--- src/rtl/bg_parallax_starfield_if.sv ---
// Pixel-timing inputs and 2-bit-per-channel RGB outputs of the parallax starfield background.
interface bg_parallax_starfield_if;
    logic        bg_en;
    logic        video_active;
    logic [10:0] pix_x;
    logic [10:0] pix_y;
    logic        vsync;
    logic        scroll_pause;
    logic [1:0]  R;
    logic [1:0]  G;
    logic [1:0]  B;

    modport master (
        output bg_en, video_active, pix_x, pix_y, vsync, scroll_pause,
        input  R, G, B
    );

    modport slave (
        input  bg_en, video_active, pix_x, pix_y, vsync, scroll_pause,
        output R, G, B
    );
endinterface

--- src/rtl/bg_parallax_starfield.sv ---
// Hashed-cell parallax starfield with per-layer horizontal scroll and a 3-stage pixel pipeline.
// Optional per-star twinkle is enabled by defining BG_PARALLAX_TWINKLE_EN.
module bg_parallax_starfield #(
    parameter int          H_RES      = 1024,
    parameter int          V_RES      = 768,
    parameter int          NUM_LAYERS = 3,
    parameter int          CELL_LOG2  = 4,
    parameter logic [7:0]  DENSITY    = 8'd40
) (
    input  logic                     clk,
    input  logic                     rst_n,
    bg_parallax_starfield_if.slave   bus
);

    localparam logic [11:0] HRES12 = 12'(H_RES);

    function automatic logic [15:0] cell_hash(input logic [15:0] key);
        logic [15:0] a;
        logic [15:0] b;
        a = key ^ (key << 7);
        b = a ^ (a >> 9);
        return b ^ (b << 8);
    endfunction

    logic                 vsync_q;
    logic                 frame_tick;
    logic [15:0]          frame_cnt_q;
    logic [10:0]          scroll_q  [NUM_LAYERS];
    logic [10:0]          scroll_d  [NUM_LAYERS];
    logic [11:0]          step_sum  [NUM_LAYERS];

    logic [11:0]          wx_sum    [NUM_LAYERS];
    logic [10:0]          wx        [NUM_LAYERS];
    logic [6:0]           cx_q      [NUM_LAYERS];
    logic [CELL_LOG2-1:0] ox_q      [NUM_LAYERS];
    logic [6:0]           cy_q;
    logic [CELL_LOG2-1:0] oy_q;
    logic                 act1_q;
    logic                 en1_q;

    logic [15:0]          hh        [NUM_LAYERS];
    logic [16:0]          hh_ext    [NUM_LAYERS];
    logic                 twk       [NUM_LAYERS];
    logic                 hit_d     [NUM_LAYERS];
    logic                 hit_q     [NUM_LAYERS];
    logic [1:0]           tint_q    [NUM_LAYERS];
    logic                 act2_q;
    logic                 en2_q;

    logic [1:0]           win_lvl;
    logic [1:0]           win_tint;
    logic                 win_any;
    logic [5:0]           rgb_d;
    logic [5:0]           rgb_q;
    logic                 unused_bits;

    assign frame_tick = bus.vsync & ~vsync_q;

    // Per-frame scroll advance and per-pixel wrapped world column; both need only one subtract.
    always_comb begin
        for (int k = 0; k < NUM_LAYERS; k++) begin
            step_sum[k] = {1'b0, scroll_q[k]} + 12'(k + 1);
            scroll_d[k] = scroll_q[k];
            if (frame_tick && bus.bg_en && !bus.scroll_pause) begin
                scroll_d[k] = (step_sum[k] >= HRES12) ? 11'(step_sum[k] - HRES12) : step_sum[k][10:0];
            end
            wx_sum[k] = {1'b0, bus.pix_x} + {1'b0, scroll_q[k]};
            wx[k]     = (wx_sum[k] >= HRES12) ? 11'(wx_sum[k] - HRES12) : wx_sum[k][10:0];
        end
    end

    // Zero-extended hash so offset fields past bit 15 (CELL_LOG2=5) read as 0.
    always_comb begin
        for (int k = 0; k < NUM_LAYERS; k++) begin
            hh[k]     = cell_hash({2'(k), cx_q[k], cy_q});
            hh_ext[k] = {1'b0, hh[k]};
`ifdef BG_PARALLAX_TWINKLE_EN
            twk[k]    = ((hh[k][2:0] ^ frame_cnt_q[5:3]) == 3'd0);
`else
            twk[k]    = 1'b0;
`endif
            hit_d[k]  = (hh[k][7:0] < DENSITY)
                     && (ox_q[k] == hh_ext[k][8 +: CELL_LOG2])
                     && (oy_q == hh_ext[k][12 +: CELL_LOG2])
                     && !twk[k];
        end
    end

    // The nearest (highest-index) hitting layer sets brightness and tint.
    always_comb begin
        win_lvl  = 2'b00;
        win_tint = 2'b00;
        win_any  = 1'b0;
        for (int k = 0; k < NUM_LAYERS; k++) begin
            if (hit_q[k]) begin
                win_any  = 1'b1;
                win_tint = tint_q[k];
                win_lvl  = (k == 0) ? 2'b01 : ((k == 1) ? 2'b10 : 2'b11);
            end
        end
        case (win_tint)
            2'd1:    rgb_d = {win_lvl >> 1, win_lvl >> 1, win_lvl};
            2'd2:    rgb_d = {win_lvl, win_lvl, 2'b00};
            default: rgb_d = {win_lvl, win_lvl, win_lvl};
        endcase
        if (!win_any || !act2_q || !en2_q) begin
            rgb_d = 6'd0;
        end
    end

    always_ff @(posedge clk) begin
        if (!rst_n) begin
            vsync_q     <= 1'b0;
            frame_cnt_q <= '0;
            for (int k = 0; k < NUM_LAYERS; k++) begin
                scroll_q[k] <= '0;
                cx_q[k]     <= '0;
                ox_q[k]     <= '0;
                hit_q[k]    <= 1'b0;
                tint_q[k]   <= '0;
            end
            cy_q   <= '0;
            oy_q   <= '0;
            act1_q <= 1'b0;
            en1_q  <= 1'b0;
            act2_q <= 1'b0;
            en2_q  <= 1'b0;
            rgb_q  <= '0;
        end else begin
            vsync_q <= bus.vsync;
            if (frame_tick && bus.bg_en) begin
                frame_cnt_q <= frame_cnt_q + 16'd1;
            end
            for (int k = 0; k < NUM_LAYERS; k++) begin
                scroll_q[k] <= scroll_d[k];
                cx_q[k]     <= 7'(wx[k] >> CELL_LOG2);
                ox_q[k]     <= wx[k][CELL_LOG2-1:0];
                hit_q[k]    <= hit_d[k];
                tint_q[k]   <= hh[k][9:8];
            end
            cy_q   <= 7'(bus.pix_y >> CELL_LOG2);
            oy_q   <= bus.pix_y[CELL_LOG2-1:0];
            act1_q <= bus.video_active;
            en1_q  <= bus.bg_en;
            act2_q <= act1_q;
            en2_q  <= en1_q;
            rgb_q  <= rgb_d;
        end
    end

    assign bus.R = rgb_q[5:4];
    assign bus.G = rgb_q[3:2];
    assign bus.B = rgb_q[1:0];

    // Bits that only some parameter/macro combinations consume.
    always_comb begin
        unused_bits = ^frame_cnt_q ^ ^bus.pix_y ^ ^(11'(V_RES));
        for (int k = 0; k < NUM_LAYERS; k++) begin
            unused_bits = unused_bits ^ ^wx[k] ^ ^hh_ext[k];
        end
    end

endmodule

--- src/flat_wrapper.sv ---
// flat-port wrapper written by rule: the top's interface ports become plain ports
module bg_parallax_starfield_flat 
#(
    parameter int          H_RES      = 1024,
    parameter int          V_RES      = 768,
    parameter int          NUM_LAYERS = 3,
    parameter int          CELL_LOG2  = 4,
    parameter logic [7:0]  DENSITY    = 8'd40
)
  (clk, rst_n, bus_bg_en, bus_video_active, bus_pix_x, bus_pix_y, bus_vsync, bus_scroll_pause, bus_R, bus_G, bus_B);
  bg_parallax_starfield_if bus_i ();
  input  logic clk;
  input  logic rst_n;
  input wire logic [$bits(bus_i.bg_en)-1:0] bus_bg_en;
  input wire logic [$bits(bus_i.video_active)-1:0] bus_video_active;
  input wire logic [$bits(bus_i.pix_x)-1:0] bus_pix_x;
  input wire logic [$bits(bus_i.pix_y)-1:0] bus_pix_y;
  input wire logic [$bits(bus_i.vsync)-1:0] bus_vsync;
  input wire logic [$bits(bus_i.scroll_pause)-1:0] bus_scroll_pause;
  output wire logic [$bits(bus_i.R)-1:0] bus_R;
  output wire logic [$bits(bus_i.G)-1:0] bus_G;
  output wire logic [$bits(bus_i.B)-1:0] bus_B;
  assign bus_i.bg_en = bus_bg_en;
  assign bus_i.video_active = bus_video_active;
  assign bus_i.pix_x = bus_pix_x;
  assign bus_i.pix_y = bus_pix_y;
  assign bus_i.vsync = bus_vsync;
  assign bus_i.scroll_pause = bus_scroll_pause;
  assign bus_R = bus_i.R;
  assign bus_G = bus_i.G;
  assign bus_B = bus_i.B;
  bg_parallax_starfield #(.H_RES(H_RES), .V_RES(V_RES), .NUM_LAYERS(NUM_LAYERS), .CELL_LOG2(CELL_LOG2), .DENSITY(DENSITY)) u_core (.clk(clk), .rst_n(rst_n), .bus(bus_i));
endmodule
--- config.mk ---
export PLATFORM = sky130hd
export DESIGN_NAME = bg_parallax_starfield_flat
export DESIGN_NICKNAME = d
export VERILOG_FILES = /design/src/rtl/bg_parallax_starfield_if.sv /design/src/rtl/bg_parallax_starfield.sv /design/src/flat_wrapper.sv
export SDC_FILE = /design/constraint.sdc
export NUM_CORES = 1
export LEC_CHECK = 0
export ABC_AREA = 1
export CORE_ASPECT_RATIO = 0.7
export CORE_MARGIN = 2
export CORE_UTILIZATION = 32
export CTS_CLUSTER_DIAMETER = 150
export DETAILED_ROUTE_END_ITERATION = 10
export DONT_BUFFER_PORTS = 1
export PLACE_DENSITY_LB_ADDON = 0.25
export SETUP_SLACK_MARGIN = 0.4
export SLEW_MARGIN = 0
export SYNTH_ARGS = -nofsm -noshare
export SYNTH_HDL_FRONTEND = slang
export SYNTH_SLANG_ARGS = --single-unit
--- constraint.sdc ---
create_clock -name clk -period 5.4 [get_ports clk]
set_input_delay 0.81 -clock clk [delete_from_list [all_inputs] [get_ports clk]]
set_output_delay 0.81 -clock clk [all_outputs]
set_load 0.02 [all_outputs]
Word level (Yosys, flattened, before mapping)
Memories as Yosys holds them, arrays and structs flattened.
Index checks and enable logic that the tools add are counted.
{"block": "totals", "input_bits": 28, "memories": 5, "regBits": 22, "output_inout_bits": 6, "ram_bits": 75, "elab_cells": 120}
{"block": "op_classes", "muxes": 36, "add_sub_neg": 12, "eq_ne": 8, "bitwise": 27, "n_reduce_logical": 15, "order_cmp": 9}
{"memory": "u_core.scroll_q", "depth": 3, "word_bits": 11, "read_ports": 3, "rd_clocked_by_memory_dff": 0, "wr": 3, "line": "bg_parallax_starfield.sv:28", "text": "logic [10:0] scroll_q [NUM_LAYERS];"}
{"memory": "u_core.cx_q", "depth": 3, "word_bits": 7, "read_ports": 3, "rd_clocked_by_memory_dff": 0, "wr": 3, "line": "bg_parallax_starfield.sv:34", "text": "logic [6:0] cx_q [NUM_LAYERS];"}
{"memory": "u_core.ox_q", "depth": 3, "word_bits": 4, "read_ports": 3, "rd_clocked_by_memory_dff": 0, "wr": 3, "line": "bg_parallax_starfield.sv:35", "text": "logic [CELL_LOG2-1:0] ox_q [NUM_LAYERS];"}
{"memory": "u_core.tint_q", "depth": 3, "word_bits": 2, "read_ports": 3, "rd_clocked_by_memory_dff": 0, "wr": 3, "line": "bg_parallax_starfield.sv:46", "text": "logic [1:0] tint_q [NUM_LAYERS];"}
{"memory": "u_core.hit_q", "depth": 3, "word_bits": 1, "read_ports": 3, "rd_clocked_by_memory_dff": 0, "wr": 3, "line": "bg_parallax_starfield.sv:45", "text": "logic hit_q [NUM_LAYERS];"}
{"op": "11-bit 2-to-1 mux", "count": 12}
{"op": "12-bit by 11-bit >= comparator with 1-bit output, second input constant", "count": 6}
{"op": "11-bit subtractor, second input constant", "count": 6}
{"op": "16-bit XOR", "count": 4}
{"op": "16-bit by 7-bit XOR with 16-bit output", "count": 3}
{"op": "11-bit by 11-bit adder with 12-bit output", "count": 3}
{"op": "11-bit by 2-bit adder with 12-bit output, second input constant", "count": 2}
{"op": "4-bit == test", "count": 6}
{"op": "8-bit by 6-bit < comparator with 1-bit output, second input constant", "count": 3}
{"op": "7-bit 2-to-1 mux", "count": 3}
{"op": "2-bit 2-to-1 mux", "count": 8}
{"op": "14-bit by 16-bit XOR with 16-bit output", "count": 1}
{"op": "15-bit by 16-bit XOR with 16-bit output", "count": 1}
{"op": "1-bit bitwise OR", "count": 15}
{"op": "11-bit by 1-bit adder with 12-bit output, second input constant", "count": 1}
{"op": "4-bit 2-to-1 mux", "count": 3}
{"op": "6-bit case mux with 2 select lines", "count": 1}
{"op": "1-bit 2-to-1 mux", "count": 9}
{"op": "1-bit logical AND", "count": 8}
{"op": "1-bit logical NOT", "count": 4}
{"op": "2-bit by 1-bit == test with 1-bit output, second input constant", "count": 1}
{"op": "2-bit == test, second input constant", "count": 1}
{"op": "1-bit logical OR", "count": 2}
{"op": "1-bit inverter", "count": 2}
{"op": "other kinds (2)", "count": 2}

Depth between registers and ports, before layout
Gate-level depths: netlist of run 1.
An unclocked memory read counts as a cell.
{"block": "logic_depth", "word_depth": 8, "mapped_depth": 13, "mapped_depth_nobuf": 12}

Worst setup path after synthesis of run 1
OpenSTA, ideal clock, no wires.
{"block": "synth_timing", "kind": "in2reg", "from": "in bus_pix_x[0]", "to": "mem u_core.cx_q[0][2]", "path_buffers": 0, "arrival_time_ns": 2.017, "setup_slack_ns": 3.263, "required_time_ns": 5.280, "setup_ns": 0.120, "path_stages": 7, "path_cell_list": "ha_1 -> inv_1 -> fa_1 -> o21ai_0 -> a21oi_1 -> o21ai_0 -> a21oi_1"}
{"element": "from (decl)", "line": "flat_wrapper.sv:16", "text": "input wire logic [$bits(bus_i.pix_x)-1:0] bus_pix_x;"}
{"element": "to (decl)", "line": "bg_parallax_starfield.sv:34"}

==> results.md, run 1 <==
* DRT iter0 DRCs at 498
* Share of the yosys chip area belonging to registers at 30.7%
* Deepest clock path buffer count at 2
* CP endpoint: u_core.hit_q[0][2]
* Slew Limit Headroom at 55.7%
* Hpwl dp at 13000 µm
* CP Data Arrival Time at 2.47 ns
* CTS buffer count at 9
* Setup ws final at 3.23 ns
* Unrepaired setup endpoints after global routing: no
* WHS at 0.428 ns
* Clk_lat worst skew at 0.36 ns
* Area contributors post-synth: dfxtp_1 31%, nand2_1 19%, ha_1 8.0%
* Largest net degree at the start of global routing at 67
* # resized after CTS at 0
* DP Area at 0.00630 mm²
* Root buf cell: clkbuf_16
* TritonCTS Sinks at 94
* Min cycle time layout at 2.17 ns
* Fin nets at 1027
* Measured slew at the worst slew-check pin at 0.664 ns
* Vias at 5862
* Reg-to-Reg End: u_core.hit_q[0][2]
* Gpl congestion at 0.872
* Yosys top cell by area: dfxtp_1
* Vias in the first global route at 5432
* Post-route DRC at 0
* Maxcap violations at 0
* Final Slew Violations at 0
* Reg clk slew, reported paths at 0.08 ns
* Cell count after synthesis at 968
* Starting Density at 32.5%
* WL/cell at 14.0 µm
* Die extent in y at 120 µm
* Row cnt at 42
* Reg-to-reg startpoint: u_core.cy_q[5]
* Crit Path Max Fanout at 13
* Run status: finished clean
* Initial antenna violation count at 0
* FILL cells at 2020
* 1st-pass router iterations at 5
* Area of the multi-input gates at 0.00363 mm²
* R2R setup slack at 3.23 ns
* CTS tree: built
* Ports at 34
* Worst Hold Class: reg -> reg
* Unique masters post-synth at 42
* Remaining global-route overflow at 0
* Hold path start: u_core.en1_q
* Most frequent cells in the layout: 315 x nand2_1, 121 x inv_1, 94 x dfxtp_1, 88 x nand3_1, 80 x nor2_1
* Synth top area share at 30.7%
* CP endpoint kind: register
* Die ar. at 0.0203 mm²
* Startpoint Class: register
* Htree depth at 3
* Post-route cell area at 0.00661 mm²
* GR Util All Layers at 17.8%
* First-pass GRT wire length at 28100 µm
* Total core area at 0.0189 mm²
* Period utilisation layout at 40.2%
* CP startpoint: u_core.cy_q[5]
* Register area at 0.00188 mm²
* Power density cells at 247 mW/mm²
* Postcts setup bufs at 0
* WS Path Type: reg -> reg
* Hold buffers post-CTS at 0
* Static Leakage at 3.30 nW
* Reg2Reg Depth at 10
* Yosys reg bits at 94
* Drt via density at 4.87
* Crit path required time at 5.70 ns
* Layout cells sized above 1 at 3.74%
* Final setup viols at 0
* Synth Cell Area at 0.00613 mm²
* Mapped Avg Cell Area at 6.34 µm²
* IO Port Bufs at 0
* Fin Setup TNS at 0 ns
* Synth warn at 0
* Final ANT Viol Nets at 0
* Mapped Nets at 1038
* Max VDD drop at 129 µV
* Die X at 169 µm
* Routed wire length at 16800 µm
* N_diodes at 0
* Synth-to-Final Area Change at 7.79%
* DP Worst Slack at 3.02 ns
* Skew final at 0.0117 ns
* Top achievable clock speed at 0.461 GHz
* Final Hold Viols at 0
* Most common cell after layout, fill and taps aside: nand2_1
-- cells by family after synthesis --
group | Yosys count | synth area share [%]
buf+inv | 151 | 10.1
simple gates | 530 | 36.6
xor+xnor | 10 | 1.43
fa+ha+maj | 42 | 8.94
flops | 94 | 30.7
compound gates | 141 | 12.2
-- registers in the layout, indices dropped and copies added (netlist names) --
| name | cells |
|---|---|
| u_core.act1_q | 1 |
| u_core.act2_q | 1 |
| u_core.cx_q | 21 |
| u_core.cy_q | 7 |
| u_core.en1_q | 1 |
| u_core.en2_q | 1 |
| u_core.hit_q | 3 |
| u_core.ox_q | 12 |
| u_core.oy_q | 4 |
| u_core.rgb_q | 4 |
| u_core.scroll_q | 32 |
| u_core.tint_q | 6 |
| u_core.vsync_q | 1 |
-- per-stage QoR --
step	cells	util, %	total power, mW
2_1_floorplan	968	-	0.943
3_3_place_gp	1188	33.4	0.988
3_5_place_dp	1188	33.4	0.990
4_1_cts	1204	35.0	1.65
5_1_grt	1204	35.0	1.73
6_report	1204	35.0	1.63
-- cell usage after synthesis (all sizes together) --
cell type and count:
dfxtp 94, a21boi 2, a21oi 79, nor2 81
o211ai 1, a211oi 3, o21a 4, ha 39
clkinv 2, nor3 11, xnor2 4, fa 3
o2111ai 1, a21o 2, o21ai 45, a31oi 1
nand4 9, nand3 91, nand3b 11, o21bai 2
nor3b 1, nand2 321, nor4 3, clkbuf 6
inv 127, or2 2, buf 16, xor2 6
a2bb2oi 1
-- worst max-delay path, cell delays in order, from the launching register on --
cell and delay (ns):
dfxtp_1 0.70, inv_2 0.26, nand2_1 0.14, nand3_1 0.10, nand2_1 0.17, nand2_1 0.08, nand2_1 0.06, nand2_1 0.05
nor2_1 0.30, nand3_1 0.12, nor2_1 0.11
-- layout make-up --
class | count | area share (%)
Clock buffer | 9 | 3.41
Clock inverter | 7 | 1.23
Inverter | 129 | 7.38
Multi-Input combinational cell | 723 | 54.9
Sequential cell | 94 | 28.5
Tap cell | 242 | 4.58
-- per-layer routing --
layer  track usage (%)  routed length, µm  vias up
met5                 0                  0        -
met2              25.4               6440      133
met4              3.37                130        0
met3              3.33               1060        9
li1                  -                  -     3087
met1              27.5               9180     2633
-- power breakdown --
group	switching [mW]	total (mW)	internal, mW	leakage [nW]
Combinational	0.145	0.224	0.0790	2.38
Sequential	0.0324	0.754	0.721	0.772
Clock	0.324	0.657	0.332	0.150
-- worst min path at each step --
stage	to	depth (start not counted)	slack (ns)
2_1_floorplan	u_core.act2_q	2	0.39
3_3_place_gp	u_core.act2_q	2	0.41
6_report	u_core.en2_q	2	0.43
3_5_place_dp	u_core.en2_q	2	0.42
4_1_cts	u_core.en2_q	2	0.44
5_1_grt	u_core.act2_q	2	0.46
Power figures use the tool's default switching activity.
==> run 2: changes to the inputs <==
==> constraint.sdc (replaced) <==
create_clock -name clk -period 1.8 [get_ports clk]
set_input_delay 0.27 -clock clk [delete_from_list [all_inputs] [get_ports clk]]
set_output_delay 0.27 -clock clk [all_outputs]
set_load 0.02 [all_outputs]
==> run 2 against run 1 <==
Effect of this change: critical path depth decreased by 1; worst setup slack got worse by 3.0 ns; wire length increased by 14%; final area increased by 30%; first-iteration DRC count decreased by 12%; register-to-register slack got worse by 3.0 ns; die area unchanged; critical path type unchanged; critical endpoint is now u_core.cx_q[0][12]; highest routed layer unchanged.
==> results.md, run 2 (synthesized netlist as in run 1, its figures left out) <==
* Sw Share at 31.4% (+0.70 points)
* Initial antenna violation count at 0 (unchanged)
* Max VDD drop at 414 µV (+220%)
* Die X at 169 µm (unchanged)
* R2R setup slack at 0.28 ns (-2.95 ns)
* Final Hold Viols at 0 (unchanged)
* Layout cells sized above 1 at 35.6% (+32 points)
* Static Leakage at 3.97 nW (+20%)
* Skew final at 0.00888 ns (-0.00287 ns)
* Largest net degree at the start of global routing at 67 (unchanged)
* IO Port Bufs at 0 (unchanged)
* Hpwl dp at 13500 µm (+3.7%)
* Power density cells at 602 mW/mm² (+140%)
* Post-route DRC at 0 (unchanged)
* Remaining global-route overflow at 0 (unchanged)
* CTS buffer count at 9 (unchanged)
* N_diodes at 0 (unchanged)
* Most common cell after layout, fill and taps aside: nand2_1
* Most frequent cells in the layout: 241 x nand2_1, 109 x inv_1, 66 x nand2_2, 59 x nand3_1, 59 x nor2_1
* FILL cells at 1856 (-8.1%)
* Comb pwr share at 19.3% (+5.6 points)
* Crit path required time at 2.07 ns (-3.63 ns)
* TritonCTS Sinks at 94 (unchanged)
* Vias in the first global route at 5739 (+5.7%)
* Slew Limit Headroom at 73.9% (+18 points)
* CTS tree: built
* CP endpoint kind: register
* Drt via density at 4.94 (+1.4%)
* GR Util All Layers at 18.3% (+0.56 points)
* Gpl congestion at 0.843 (-3.3%)
* Die extent in y at 120 µm (unchanged)
* Row cnt at 42 (unchanged)
* Reg clk slew, reported paths at 0.08 ns (about the same)
* CP Data Arrival Time at 1.80 ns (-0.67 ns)
* DRT iter0 DRCs at 436 (-12%)
* WS Path Type: reg -> reg
* Biggest regs: u_core.scroll_q (32), u_core.cx_q (21), u_core.ox_q (12)
* Net Sw Power at 1.63 mW (+220%)
* Worst Hold Class: in -> reg
* Reg-to-Reg End: u_core.cx_q[0][12]
* Top achievable clock speed at 0.656 GHz (+42%)
* Worst Hold Path Cells at 2 (unchanged)
* Root buf cell: clkbuf_16
* Largest register by flop count: u_core.scroll_q
* Crit Path Max Fanout at 2 (-11)
* CP endpoint: u_core.cx_q[0][12]
* WL/cell at 14.9 µm (+6.7%)
* 1st-pass router iterations at 5 (unchanged)
* Fin Setup TNS at 0 ns (unchanged)
* Period utilisation layout at 84.7% (+44 points)
* Total core area at 0.0189 mm² (unchanged)
* Routed wire length at 19100 µm (+14%)
* Reg power frac at 43.2% (-2.9 points)
* Unrepaired setup endpoints after global routing: yes
* Reg-to-reg startpoint: u_core.scroll_q[0][12]
* Maxcap violations at 0 (unchanged)
* Startpoint Class: register
* Clock network fraction of total power at 37.5% (-2.7 points)
* WHS at 0.0179 ns (-0.410 ns)
* Final Slew Violations at 0 (unchanged)
* First-pass GRT wire length at 29200 µm (+3.9%)
* Die ar. at 0.0203 mm² (unchanged)
* Max reg flops at 32 (unchanged)
* Synth-to-Final Area Change at 40.5%
* Run status: finished clean
* Clk_lat worst skew at 0.34 ns (-0.02 ns)
* Deepest clock path buffer count at 2 (unchanged)
* Internal power at 3.56 mW (+210%)
* Ports at 34 (unchanged)
* Starting Density at 32.5% (unchanged)
* Fin nets at 1107 (+7.8%)
* Final setup viols at 0 (unchanged)
* Reg2Reg Depth at 9 (-1)
* Vias at 6342 (+8.2%)
* Min cycle time layout at 1.52 ns (-0.647 ns)
* CP startpoint: u_core.scroll_q[0][12]
* Htree depth at 3 (unchanged)
* Measured slew at the worst slew-check pin at 0.391 ns (-0.273 ns)
* Final ANT Viol Nets at 0 (unchanged)
## run 2: repair_timing
action,4_1_cts,5_1_grt
gates cloned,0,1
setup endpoints to repair,39,46
gates resized for setup,108,254
buffers inserted,25,37
hold buffers,0,0
pin swaps,34,106
## run 2: power by group through the flow
stage | logic (mW) | clock network, mW | registers, mW
after floorplan | 0.588 | 0 | 2.25
after global placement | 0.716 | 0 | 2.29
after detailed placement | 0.718 | 0 | 2.29
after CTS | 0.801 | 2.02 | 2.24
after global routing | 1.12 | 2.08 | 2.25
final | 0.998 | 1.95 | 2.24
## run 2: worst min path at each step
stage	from	end	slack, ns
floorplan	bus_video_active	u_core.act1_q	0.37
global placement	bus_vsync	u_core.vsync_q	0.37
detailed placement	bus_video_active	u_core.act1_q	0.38
CTS	bus_video_active	u_core.act1_q	0.001
global route	rst_n	u_core.act2_q	0.009
finish	bus_video_active	u_core.act1_q	0.02
## run 2: through the flow
| step | setup WS, ns | power (mW) | cells | util [%] | cell area [µm²] |
|---|---|---|---|---|---|
| final | 0.276 | 5.18 | 1284 | 45.7 | 8620 |
| after global routing | 0.175 | 5.45 | 1284 | 45.7 | 8620 |
| after CTS | 0.243 | 5.06 | 1246 | 39.3 | 7410 |
| after global placement | 0.194 | 3.01 | 1205 | 34.6 | 6540 |
| after floorplan | 0.353 | 2.84 | 968 | - | 6240 |
| after detailed placement | 0.193 | 3.01 | 1205 | 34.6 | 6540 |
## run 2: area by class of cell
class / instances / area [µm²] / area share [%]
multi-input cells: 723 / 4820 / 55.9
flip-flops and latches: 94 / 1980 / 23.0
repair buffers: 80 / 701 / 8.13
inverters: 129 / 517 / 6.00
well taps: 242 / 303 / 3.51
clock buffers: 9 / 225 / 2.61
clock inverters: 7 / 73.8 / 0.856
## run 2: critical path, stage by stage (launching register included)
cell and delay, ns:
dfxtp_4 0.36, ha_4 0.16, fa_2 0.36, nand3_2 0.08, nand2_2 0.07, nand2_2 0.07
o2111ai_2 0.10, nand2_1 0.09, nand2_1 0.04, nor2_1 0.11
## run 2: routing by layer
metal  global-route usage, %  part of all wire [%]  up-vias
met1                    28.0                    52     2935
met3                    3.50                   5.1       11
met2                    27.0                    43      146
met4                    2.67                  0.52        0
li1                        -                     -     3250
met5                       0                     0        -
==> run 3: changes to the inputs <==
==> constraint.sdc (replaced) <==
create_clock -name clk -period 1.3 [get_ports clk]
set_input_delay 0.195 -clock clk [delete_from_list [all_inputs] [get_ports clk]]
set_output_delay 0.195 -clock clk [all_outputs]
set_load 0.02 [all_outputs]
==> run 3 against run 2 <==
Effect of this change: the run now ends with hold timing, setup timing left; via count up 8.7%; flip-flop and latch count unchanged; fmax down 2.3%; critical path depth down 1; sequential share of layout area down 4.2 points; critical path type unchanged.
==> results.md, run 3 (synthesized netlist as in run 1, its figures left out) <==
* Startpoint Class: register
* R2R setup slack at -0.26 ns (-0.54 ns)
* Sw Share at 32.5% (+1.1 points)
* GR Util All Layers at 20.6% (+2.3 points)
* Root buf cell: clkbuf_16
* Most frequent cells in the layout: 214 x nand2_1, 115 x buf_4, 103 x inv_1, 73 x buf_6, 61 x nand2_2
* Unrepaired setup endpoints after global routing: yes
* N_diodes at 0 (unchanged)
* Crit Path Max Fanout at 4 (+2)
* Row cnt at 42 (unchanged)
* Gpl congestion at 0.906 (+7.4%)
* FILL cells at 1704 (-8.2%)
* Deepest clock path buffer count at 2 (unchanged)
* Net Sw Power at 2.55 mW (+57%)
* WL/cell at 15.4 µm (+3.2%)
* Worst Hold Class: in -> reg
* Final Slew Violations at 0 (unchanged)
* Run status: finished with violations
* Skew final at 0.00971 ns (+0.000831 ns)
* Routed wire length at 21800 µm (+14%)
* Min cycle time layout at 1.56 ns (+0.0355 ns)
* Hold buffers post-CTS at 15 (+15)
* Slew Limit Headroom at 77.7% (+3.8 points)
* Measured slew at the worst slew-check pin at 0.331 ns (-0.0592 ns)
* Power density cells at 743 mW/mm² (+23%)
* Ports at 34 (unchanged)
* Fin nets at 1239 (+12%)
* Reg clk slew, reported paths at 0.08 ns (about the same)
* Clock network fraction of total power at 35.4% (-2.1 points)
* Fin Setup TNS at -5.35 ns (-5.35 ns)
* DRT iter0 DRCs at 426 (-2.3%)
* Top achievable clock speed at 0.641 GHz (-2.3%)
* CP peak stage delay at 0.38 ns (+0.02 ns)
* Synth-to-Final Area Change at 72.3%
* Period utilisation layout at 120% (+35 points)
* Starting Density at 32.5% (unchanged)
* TritonCTS Sinks at 94 (unchanged)
* Die X at 169 µm (unchanged)
* Reg-to-Reg End: u_core.cx_q[0][4]
* Initial antenna violation count at 0 (unchanged)
* Maxcap violations at 0 (unchanged)
* Remaining global-route overflow at 0 (unchanged)
* First-pass GRT wire length at 32900 µm (+13%)
* CP endpoint kind: register
* Hpwl dp at 15100 µm (+12%)
* Crit path required time at 1.59 ns (-0.48 ns)
* Htree depth at 3 (unchanged)
* Max VDD drop at 741 µV (+79%)
* Final ANT Viol Nets at 0 (unchanged)
* Failing checks: hold timing, setup timing
* Reg power frac at 39.4% (-3.8 points)
* Most common cell after layout, fill and taps aside: nand2_1
* Worst Hold Path Cells at 2 (unchanged)
* 1st-pass router iterations at 9 (+4)
* Max reg flops at 32 (unchanged)
* Total power at 7.85 mW (+51%)
* Comb pwr share at 25.1% (+5.8 points)
* Final setup viols at 49 (+49)
* Internal power at 5.30 mW (+49%)
* Total core area at 0.0189 mm² (unchanged)
* Largest net degree at the start of global routing at 67 (unchanged)
* Layout cells sized above 1 at 48.9% (+13 points)
* CP max stage cell: fa_2
* Post-route DRC at 0 (unchanged)
* WS Path Type: reg -> reg
* Biggest regs: u_core.scroll_q (32), u_core.cx_q (21), u_core.ox_q (12)
* WHS at -0.0639 ns (-0.0818 ns)
* Reg-to-reg startpoint: u_core.scroll_q[0][0]
* Hold path start: rst_n
* Reg2Reg Depth at 8 (-1)
* Largest register by flop count: u_core.scroll_q
* CTS buffer count at 9 (unchanged)
* IO Port Bufs at 0 (unchanged)
* Clk_lat worst skew at 0.36 ns (+0.02 ns)
* CP Data Arrival Time at 1.85 ns (+0.05 ns)
* Die extent in y at 120 µm (unchanged)
* Die ar. at 0.0203 mm² (unchanged)
* Vias at 6896 (+8.7%)
* Final Hold Viols at 17 (+17)
* Static Leakage at 4.88 nW (+23%)
* Worst Hold End: u_core.cy_q[0]
* Final core utilization at 56.0% (+10 points)
* Setup ws final at -0.259 ns (-0.535 ns)
* Drt via density at 4.87 (-1.4%)
* Critical path cell sequence: ha_4 > inv_2 > fa_2 > o21ai_4 > nand3_1 > nand2_1 > o21ai_1 > a21oi_1
* CTS tree: built
* Vias in the first global route at 6381 (+11%)
==> run 3: power by group through the flow <==
stage	Clock [mW]	Sequential [mW]	Combinational [mW]
6_report	2.78	3.09	1.97
5_1_grt	2.95	3.11	2.15
4_1_cts	2.84	3.09	1.65
3_3_place_gp	0	3.16	1.35
2_1_floorplan	0	3.12	0.903
3_5_place_dp	0	3.16	1.36
==> run 3: metrics by stage <==
| stage | worst slack (ns) | cell area (µm²) | cells |
|---|---|---|---|
| 3_5_place_dp | -0.250 | 8020 | 1333 |
| 3_3_place_gp | -0.223 | 8020 | 1333 |
| 4_1_cts | -0.224 | 9600 | 1392 |
| 2_1_floorplan | -0.127 | 6740 | 968 |
| 5_1_grt | -0.331 | 10600 | 1416 |
| 6_report | -0.259 | 10600 | 1416 |
==> run 3: how the worst max path moves through the flow <==
stage | endpoint | depth (start not counted) | from | slack [ns]
2_1_floorplan | u_core.cx_q[0][12] | 8 | u_core.scroll_q[0][12] | -0.13
3_3_place_gp | u_core.cx_q[0][20] | 8 | u_core.scroll_q[0][31] | -0.22
3_5_place_dp | u_core.cx_q[0][16] | 7 | u_core.scroll_q[0][22] | -0.25
4_1_cts | u_core.cx_q[0][6] | 8 | u_core.scroll_q[0][0] | -0.22
5_1_grt | u_core.cx_q[0][6] | 8 | u_core.scroll_q[0][0] | -0.33
6_report | u_core.cx_q[0][4] | 8 | u_core.scroll_q[0][0] | -0.26
==> run 3: cell type report <==
type | count | area [µm²] | share of cell area, %
Multi-Input combinational cell | 723 | 5410 | 51.2
Timing Repair Buffer | 212 | 2010 | 19.0
Sequential cell | 94 | 1990 | 18.8
Inverter | 129 | 542 | 5.13
Tap cell | 242 | 303 | 2.87
Clock buffer | 9 | 225 | 2.13
Clock inverter | 7 | 88.8 | 0.841
==> run 3: timing repair <==
action / CTS / global route
setup buffers: 28 / 23
endpoints found under the hold margin: 49 / 48
resized for setup: 246 / 194
cloned: 0 / 1
setup endpoints to repair: 80 / 80
pin swaps: 103 / 120
==> run 3: critical path: cells and delay by family (launching register included) <==
kind                     cells  cell delay (ns)
AO/OA/AOI/OAI                3             0.39
adder cells (fa/ha/maj)      2             0.50
buffers and inverters        1             0.03
flip-flops                   1             0.36
AND/OR/NAND/NOR              2             0.20
==> run 3: routing by layer <==
| layer | part of all wire, % | routed length (µm) | GRT usage, % | vias to the layer above |
|---|---|---|---|---|
| li1 | - | - | - | 3510 |
| met1 | 50 | 10900 | 31.6 | 3196 |
| met2 | 43 | 9270 | 30.1 | 168 |
| met3 | 6.1 | 1330 | 4.19 | 22 |
| met4 | 1.1 | 241 | 3.26 | 0 |
| met5 | 0 | 0 | 0 | - |
